**src/rtl/keypad_row_scanner.sv**
```systemverilog
// 4x4 matrix keypad scanner: one-hot row drive, synchronised column sampling,
// press/release debouncing and reporting of one key code per accepted press.
module keypad_row_scanner #(
    parameter int SCAN_CYCLES     = 4,
    parameter int DEBOUNCE_CYCLES = 16
) (
    input  logic       clk,
    input  logic       reset,
    input  logic [3:0] cols,
    output logic [3:0] rows,
    output logic [3:0] key_code,
    output logic       key_valid,
    output logic       key_pressed
);

    localparam int CNT_MAX = (SCAN_CYCLES > DEBOUNCE_CYCLES) ? SCAN_CYCLES : DEBOUNCE_CYCLES;
    localparam int CW      = $clog2(CNT_MAX + 1);

    localparam logic [CW-1:0] SCAN_LAST = CW'(SCAN_CYCLES - 1);
    localparam logic [CW-1:0] DEB_LAST  = CW'(DEBOUNCE_CYCLES - 1);
    localparam logic [CW-1:0] CNT_SAT   = CW'(CNT_MAX);
    localparam logic [CW-1:0] CNT_ONE   = CW'(1);

    typedef enum logic [1:0] {
        ST_SCAN     = 2'd0,
        ST_DEBOUNCE = 2'd1,
        ST_PRESSED  = 2'd2,
        ST_RELEASE  = 2'd3
    } state_t;

    state_t        state_q, state_d;
    logic [CW-1:0] cnt_q, cnt_d;
    logic [1:0]    row_idx_q, row_idx_d;
    logic [3:0]    col_lat_q, col_lat_d;
    logic [3:0]    cols_meta_q, cols_s_q;
    logic [3:0]    key_code_q, key_code_d;
    logic          key_valid_q, key_valid_d;
    logic          key_pressed_q, key_pressed_d;
    logic [CW-1:0] cnt_inc;

    // Lowest column index wins when several keys of the same row are closed.
    function automatic logic [1:0] lowest_bit(input logic [3:0] v);
        logic [1:0] idx;
        idx = 2'd0;
        for (int i = 3; i >= 0; i--) begin
            if (v[i]) begin
                idx = 2'(i);
            end
        end
        return idx;
    endfunction

    assign cnt_inc = (cnt_q < CNT_SAT) ? (cnt_q + CNT_ONE) : cnt_q;

    always_ff @(posedge clk or posedge reset) begin
        if (reset) begin
            state_q       <= ST_SCAN;
            cnt_q         <= '0;
            row_idx_q     <= 2'd0;
            col_lat_q     <= 4'd0;
            cols_meta_q   <= 4'd0;
            cols_s_q      <= 4'd0;
            key_code_q    <= 4'd0;
            key_valid_q   <= 1'b0;
            key_pressed_q <= 1'b0;
        end else begin
            state_q       <= state_d;
            cnt_q         <= cnt_d;
            row_idx_q     <= row_idx_d;
            col_lat_q     <= col_lat_d;
            cols_meta_q   <= cols;
            cols_s_q      <= cols_meta_q;
            key_code_q    <= key_code_d;
            key_valid_q   <= key_valid_d;
            key_pressed_q <= key_pressed_d;
        end
    end

    always_comb begin
        state_d   = state_q;
        cnt_d     = cnt_q;
        row_idx_d = row_idx_q;
        col_lat_d = col_lat_q;
        case (state_q)
            ST_SCAN: begin
                if (cnt_q >= SCAN_LAST) begin
                    cnt_d = '0;
                    if (cols_s_q != 4'd0) begin
                        col_lat_d = cols_s_q;
                        state_d   = ST_DEBOUNCE;
                    end else begin
                        row_idx_d = row_idx_q + 2'd1;
                    end
                end else begin
                    cnt_d = cnt_inc;
                end
            end
            ST_DEBOUNCE: begin
                if (cols_s_q == col_lat_q) begin
                    cnt_d = cnt_inc;
                    if (cnt_q >= DEB_LAST) begin
                        state_d = ST_PRESSED;
                        cnt_d   = '0;
                    end
                end else begin
                    state_d   = ST_SCAN;
                    cnt_d     = '0;
                    row_idx_d = row_idx_q + 2'd1;
                end
            end
            ST_PRESSED: begin
                if (cols_s_q == 4'd0) begin
                    state_d = ST_RELEASE;
                    cnt_d   = '0;
                end
            end
            default: begin
                if (cols_s_q != 4'd0) begin
                    state_d = ST_PRESSED;
                    cnt_d   = '0;
                end else begin
                    cnt_d = cnt_inc;
                    if (cnt_q >= DEB_LAST) begin
                        state_d   = ST_SCAN;
                        cnt_d     = '0;
                        row_idx_d = row_idx_q + 2'd1;
                    end
                end
            end
        endcase
    end

    // Outputs are registered; a key is accepted only on the DEBOUNCE->PRESSED edge.
    always_comb begin
        key_valid_d   = (state_q == ST_DEBOUNCE) && (state_d == ST_PRESSED);
        key_code_d    = key_code_q;
        key_pressed_d = (state_d == ST_PRESSED) || (state_d == ST_RELEASE);
        if (key_valid_d) begin
            key_code_d = {row_idx_q, lowest_bit(col_lat_q)};
        end
    end

    for (genvar gi = 0; gi < 4; gi++) begin : g_rows
        assign rows[gi] = (row_idx_q == 2'(gi));
    end

    assign key_code    = key_code_q;
    assign key_valid   = key_valid_q;
    assign key_pressed = key_pressed_q;

endmodule

```
**config.mk**
```make
export PLATFORM = sky130hd
export DESIGN_NAME = keypad_row_scanner
export DESIGN_NICKNAME = d
export VERILOG_FILES = /design/src/rtl/keypad_row_scanner.sv
export SDC_FILE = /design/constraint.sdc
export NUM_CORES = 1
export LEC_CHECK = 0
export ABC_AREA = 1
export CORE_ASPECT_RATIO = 1.25
export CORE_MARGIN = 1.5
export CORE_UTILIZATION = 40
export DETAILED_ROUTE_END_ITERATION = 8
export PLACE_DENSITY = 0.64
export SLEW_MARGIN = 20
export SYNTH_ARGS = -nofsm -noshare
export SYNTH_HDL_FRONTEND = slang
export SYNTH_SLANG_ARGS = --single-unit
export TNS_END_PERCENT = 100
```
**constraint.sdc**
```tcl
create_clock -name clk -period 1.49 [get_ports clk]
set_input_delay 0.2235 -clock clk [delete_from_list [all_inputs] [get_ports clk]]
set_output_delay 0.2235 -clock clk [all_outputs]
set_load 0.1 [all_outputs]
```
After elaboration in Yosys (flattened, before gate mapping)
Index checks and enable logic that the tools add are counted.
- output and inout bits: 10
- bits in registers: 27
- input port bits: 6
- muxes and demuxes: 25
- bitwise operators: 1
- reduce and logical (&&, ||, !) cells: 9
- add/sub/neg operators: 2
- $lt $le $gt $ge: 3
- eq/ne operators: 13
- operators by type and width (operator ; count):
    $mux W2 ; 16
    $mux W5 ; 6
    $pmux W5 S3 ; 1
    $pmux W2 S3 ; 2
    $eq A2 B2 Y1 const B ; 5
    $ne A2 B2 Y1 const B ; 4
    $reduce_and A6 Y1 ; 1
    $add A5 B1 Y5 const B ; 1
    $ge A5 B2 Y1 const B ; 1
    $ge A5 B4 Y1 const B ; 1
    $lt A5 B5 Y1 const B ; 1
    $eq A2 B1 Y1 const B ; 2
    $eq A4 B4 Y1 ; 1
    $logic_not A2 Y1 ; 2
    $logic_not A4 Y1 ; 1
    $reduce_bool A4 Y1 ; 1
    $reduce_and A3 Y1 ; 1
    $reduce_bool A3 Y1 ; 1
    $add A2 B1 Y2 const B ; 1
    $ne A2 B1 Y1 const B ; 1
    $logic_and A1 B1 Y1 ; 1
    $logic_or A1 B1 Y1 ; 1
    $not A1 Y1 ; 1

Depth between registers and ports, before layout
- word-level depth: 6
- mapped depth: 9
- depth with buffers taken out: 9

Worst setup path before layout
OpenSTA, ideal clock, no wires.
- kind: reg2out
- from: register row_idx_q[0]
- to: output port rows[0]
- data arrival time: 1287 ps
- setup slack: -20 ps
- buffers on the path: 0
- cell stages (with the launch flop): 3
- data required time: 1266 ps
- cells stage by stage: dfrtp_1 > inv_1 > ha_1
- word-level cells in the longest chain between the ends: 1
- ends and longest elaborated chain (element ; line ; source):
    start: declaration ; 33 ; logic [1:0] row_idx_q, row_idx_d;
    start signal: assignment ; 69 ; row_idx_q <= row_idx_d;
    $logic_not A2 Y1 ; 144 ; assign rows[gi] = (row_idx_q == 2'(gi));
    end: declaration ; 10 ; output logic [3:0] rows,
No other way between the ends.

Worst setup path after layout
- from: register row_idx_q[1]
- to: output port rows[1]
- word-level cells in the longest chain between the ends: 1
- ends and longest elaborated chain (element ; line):
    $eq A2 B1 Y1 ; 144
No other way between the ends.

==> results.md <==
- I/O pin count: 16
- Diode count: 0
- Post-synth top area share: 0.497
- Worst Clk Skew: 0.00711 ns
- GRT Total Usage: 0.168
- Maximum clock rate: 0.698 GHz
- Avg Inst Size Synth: 8.29 um2
- Synth top area cells: dfrtp_1 (50%), nand2_1 (12%), inv_1 (5.2%)
- Slew Limit Headroom: 0.785
- Pre-CTS setup slack: -0.0116 ns
- CP Launch Type: register
- Non-Filler Instances: 225
- Initial antenna violation count: 0
- Total die area: ~3800 um2
- RSZ-0062 raised after global routing: true
- Cell variety after synth: 23
- Via count: 1179
- Area leader, netlist: dfrtp_1
- Synth Net Count: 175
- Status: finished clean
- Synth warn: 0
- Worst slew pin tran: ~0.32 ns
- Clock period minus worst slack: 1.43 ns
- Root buf cell: clkbuf_8
- Final Cycle Share: 0.962
- Port Buffers: 15
- CP Capture Type: output pin
- Seq/Total Area, Yosys: 0.497
- Antenna Violating Nets Remaining: 0
- Hold WC Path Type: in2async
- DRT Pass-1 Iters: 4
- Row cnt: 23
- Fin nets: 200
- DP HPWL: 2140 um
- CTS HTree Levels: 1
- Remaining Overflow, GRT: 0
- DP Area: 1670 um2
- Number of global-route vias before repair: 1085
- Die width: 55.1 um
- First-pass GRT wire length: 4480 um
- Post-synth EDFFs: 0
- Main flop type after synthesis: dfrtp_1
- Arr. time, crit path: 1.21 ns
- Skew-Pair Late Insertion Delay: 0.28 ns
- GPL Wtd Cong: 0.866
- Post-synth top cells: nand2_1 (44), dfrtp_1 (27), inv_1 (19), nand3_1 (14), nor2_1 (12)
- Critical Path RT: 1.27 ns
- Worst Path Max Fanout: 4
- Wire per inst: 12.7 um
- Starting Density: 0.422
- CTS Buf Count: 3
- Max_cap viols: 0
- Clk sinks: 27
- Post-synth ARST share: 1.00
- CTS tree: done
- Synth Register Bits: 27
- DRC viols: 0
- Final slew viol count: 0
- Layout area overhead: 32.1%
- Post-Place Cells: roughly 220
- Final Setup Violations: 0
- Clk slew on worst S/H paths: 0.10 ns
- Count leader, synth: nand2_1
- Post-Synthesis Cells: 164
- PD cells: 1640 nW/um2
- Hold WS: 0.296 ns
- Die height: slightly below 70 um
- Synthesized area: 1360 um2
- Final wirelength: 2850 um
- Core area: ~3200 um2
- VDD IR-drop max: about 0.0010 V
- Final instance area: roughly 1800 um2
- Core Util, Final: 0.557
- Clock Path Buffers: 2
- # hold bufs at CTS: 0
- Setup CP Type: reg2out
- Worst Slack Setup Final: around 0.056 ns
- Initial DRC Count: 25
- DR vias/cell: 5.24
- Layout cells sized above 1: 0.245
- Leak Pwr: 0.000938 uW
- Largest net degree at the start of global routing: 28
- Final Hold Vio Count: 0
==> cell usage in the layout, fill, tap and decap left out, drive strengths merged <==
cell           count
o21bai             1
a21boi             2
o21ai              8
nand2             47
buf               15
clkdlybuf4s50      5
inv               28
xnor2              1
nand4             10
o211ai             1
ha                 5
o2111ai            1
a21oi              1
dfrtp             27
a22oi              2
clkbuf             3
nor2              14
nand3             17
==> what timing repair did <==
| item | in CTS | in global routing |
|---|---|---|
| cloned | 0 | 1 |
| pin swaps | 0 | 2 |
| buffers inserted | 0 | 2 |
| setup endpoints to repair | 1 | 17 |
| resized for setup | 2 | 13 |
| hold endpoints to repair | 0 | 0 |
==> area by class of cell <==
| class | instances | area, um2 |
|---|---|---|
| Fill cell | 301 | 1430 |
| Sequential cell | 27 | 676 |
| Multi-Input combinational cell | 110 | 632 |
| Timing Repair Buffer | 20 | 288 |
| Inverter | 27 | 104 |
| Tap cell | 37 | 46.3 |
| Clock buffer | 3 | 41.3 |
| Clock inverter | 1 | 8.76 |
==> state kept, by name (all words and copies together) (netlist names) <==
name / cells
key_pressed: 1
col_lat_q: 4
cols_meta_q: 4
cols_s_q: 4
key_valid: 1
key_code: 4
cnt_q: 5
row_idx_q: 2
state_q: 2
==> stage by stage <==
| step | total power [uW] | setup TNS, ns |
|---|---|---|
| floorplan | 1990 | -0.0409 |
| global placement | 2400 | 0 |
| detailed placement | 2440 | -0.0116 |
| CTS | 2890 | 0 |
| global route | 3140 | -0.0830 |
| finish | 2950 | 0 |
==> metal layers <==
| metal | routed length (um) | part of all wire | GRT usage |
|---|---|---|---|
| met1 | 1250 | 0.44 | 0.201 |
| met2 | 1480 | 0.52 | 0.296 |
| met3 | 82 | 0.029 | 0.0197 |
| met4 | 45 | 0.016 | 0.0732 |
| met5 | 0 | 0 | 0 |
==> cells by family after synthesis <==
family                     synth area share
and+or+nand+nor                       0.294
buffers and inverters                0.0838
DFF                                   0.497
AOI/OAI and AO/OA                    0.0727
adders and majority gates            0.0460
xor gates and xnor gates            0.00645
==> final timing paths <==
check,startpoint,end,slack [ns],depth (start not counted)
worst max-delay path,row_idx_q[1],rows[1],0.06,3
worst min-delay path,reset,state_q[1],0.30,3
worst max register to register,col_lat_q[1],row_idx_q[0],0.08,8
worst min register to register,cols_meta_q[0],cols_s_q[0],0.37,0
max in group asynchronous,reset,state_q[0],0.95,3
min in group clk,cols_meta_q[0],cols_s_q[0],0.37,0
==> power breakdown <==
part	internal, uW	switching, uW
sequential	861	129
combinational	551	963
clock	196	250
==> worst max-delay path, cell delays in order, from the launching register on <==
cell and delay, ns:
dfrtp_1 0.43, inv_1 0.11, ha_1 0.21, buf_12 0.18
Note: power is estimated with default switching activity, not from simulation.
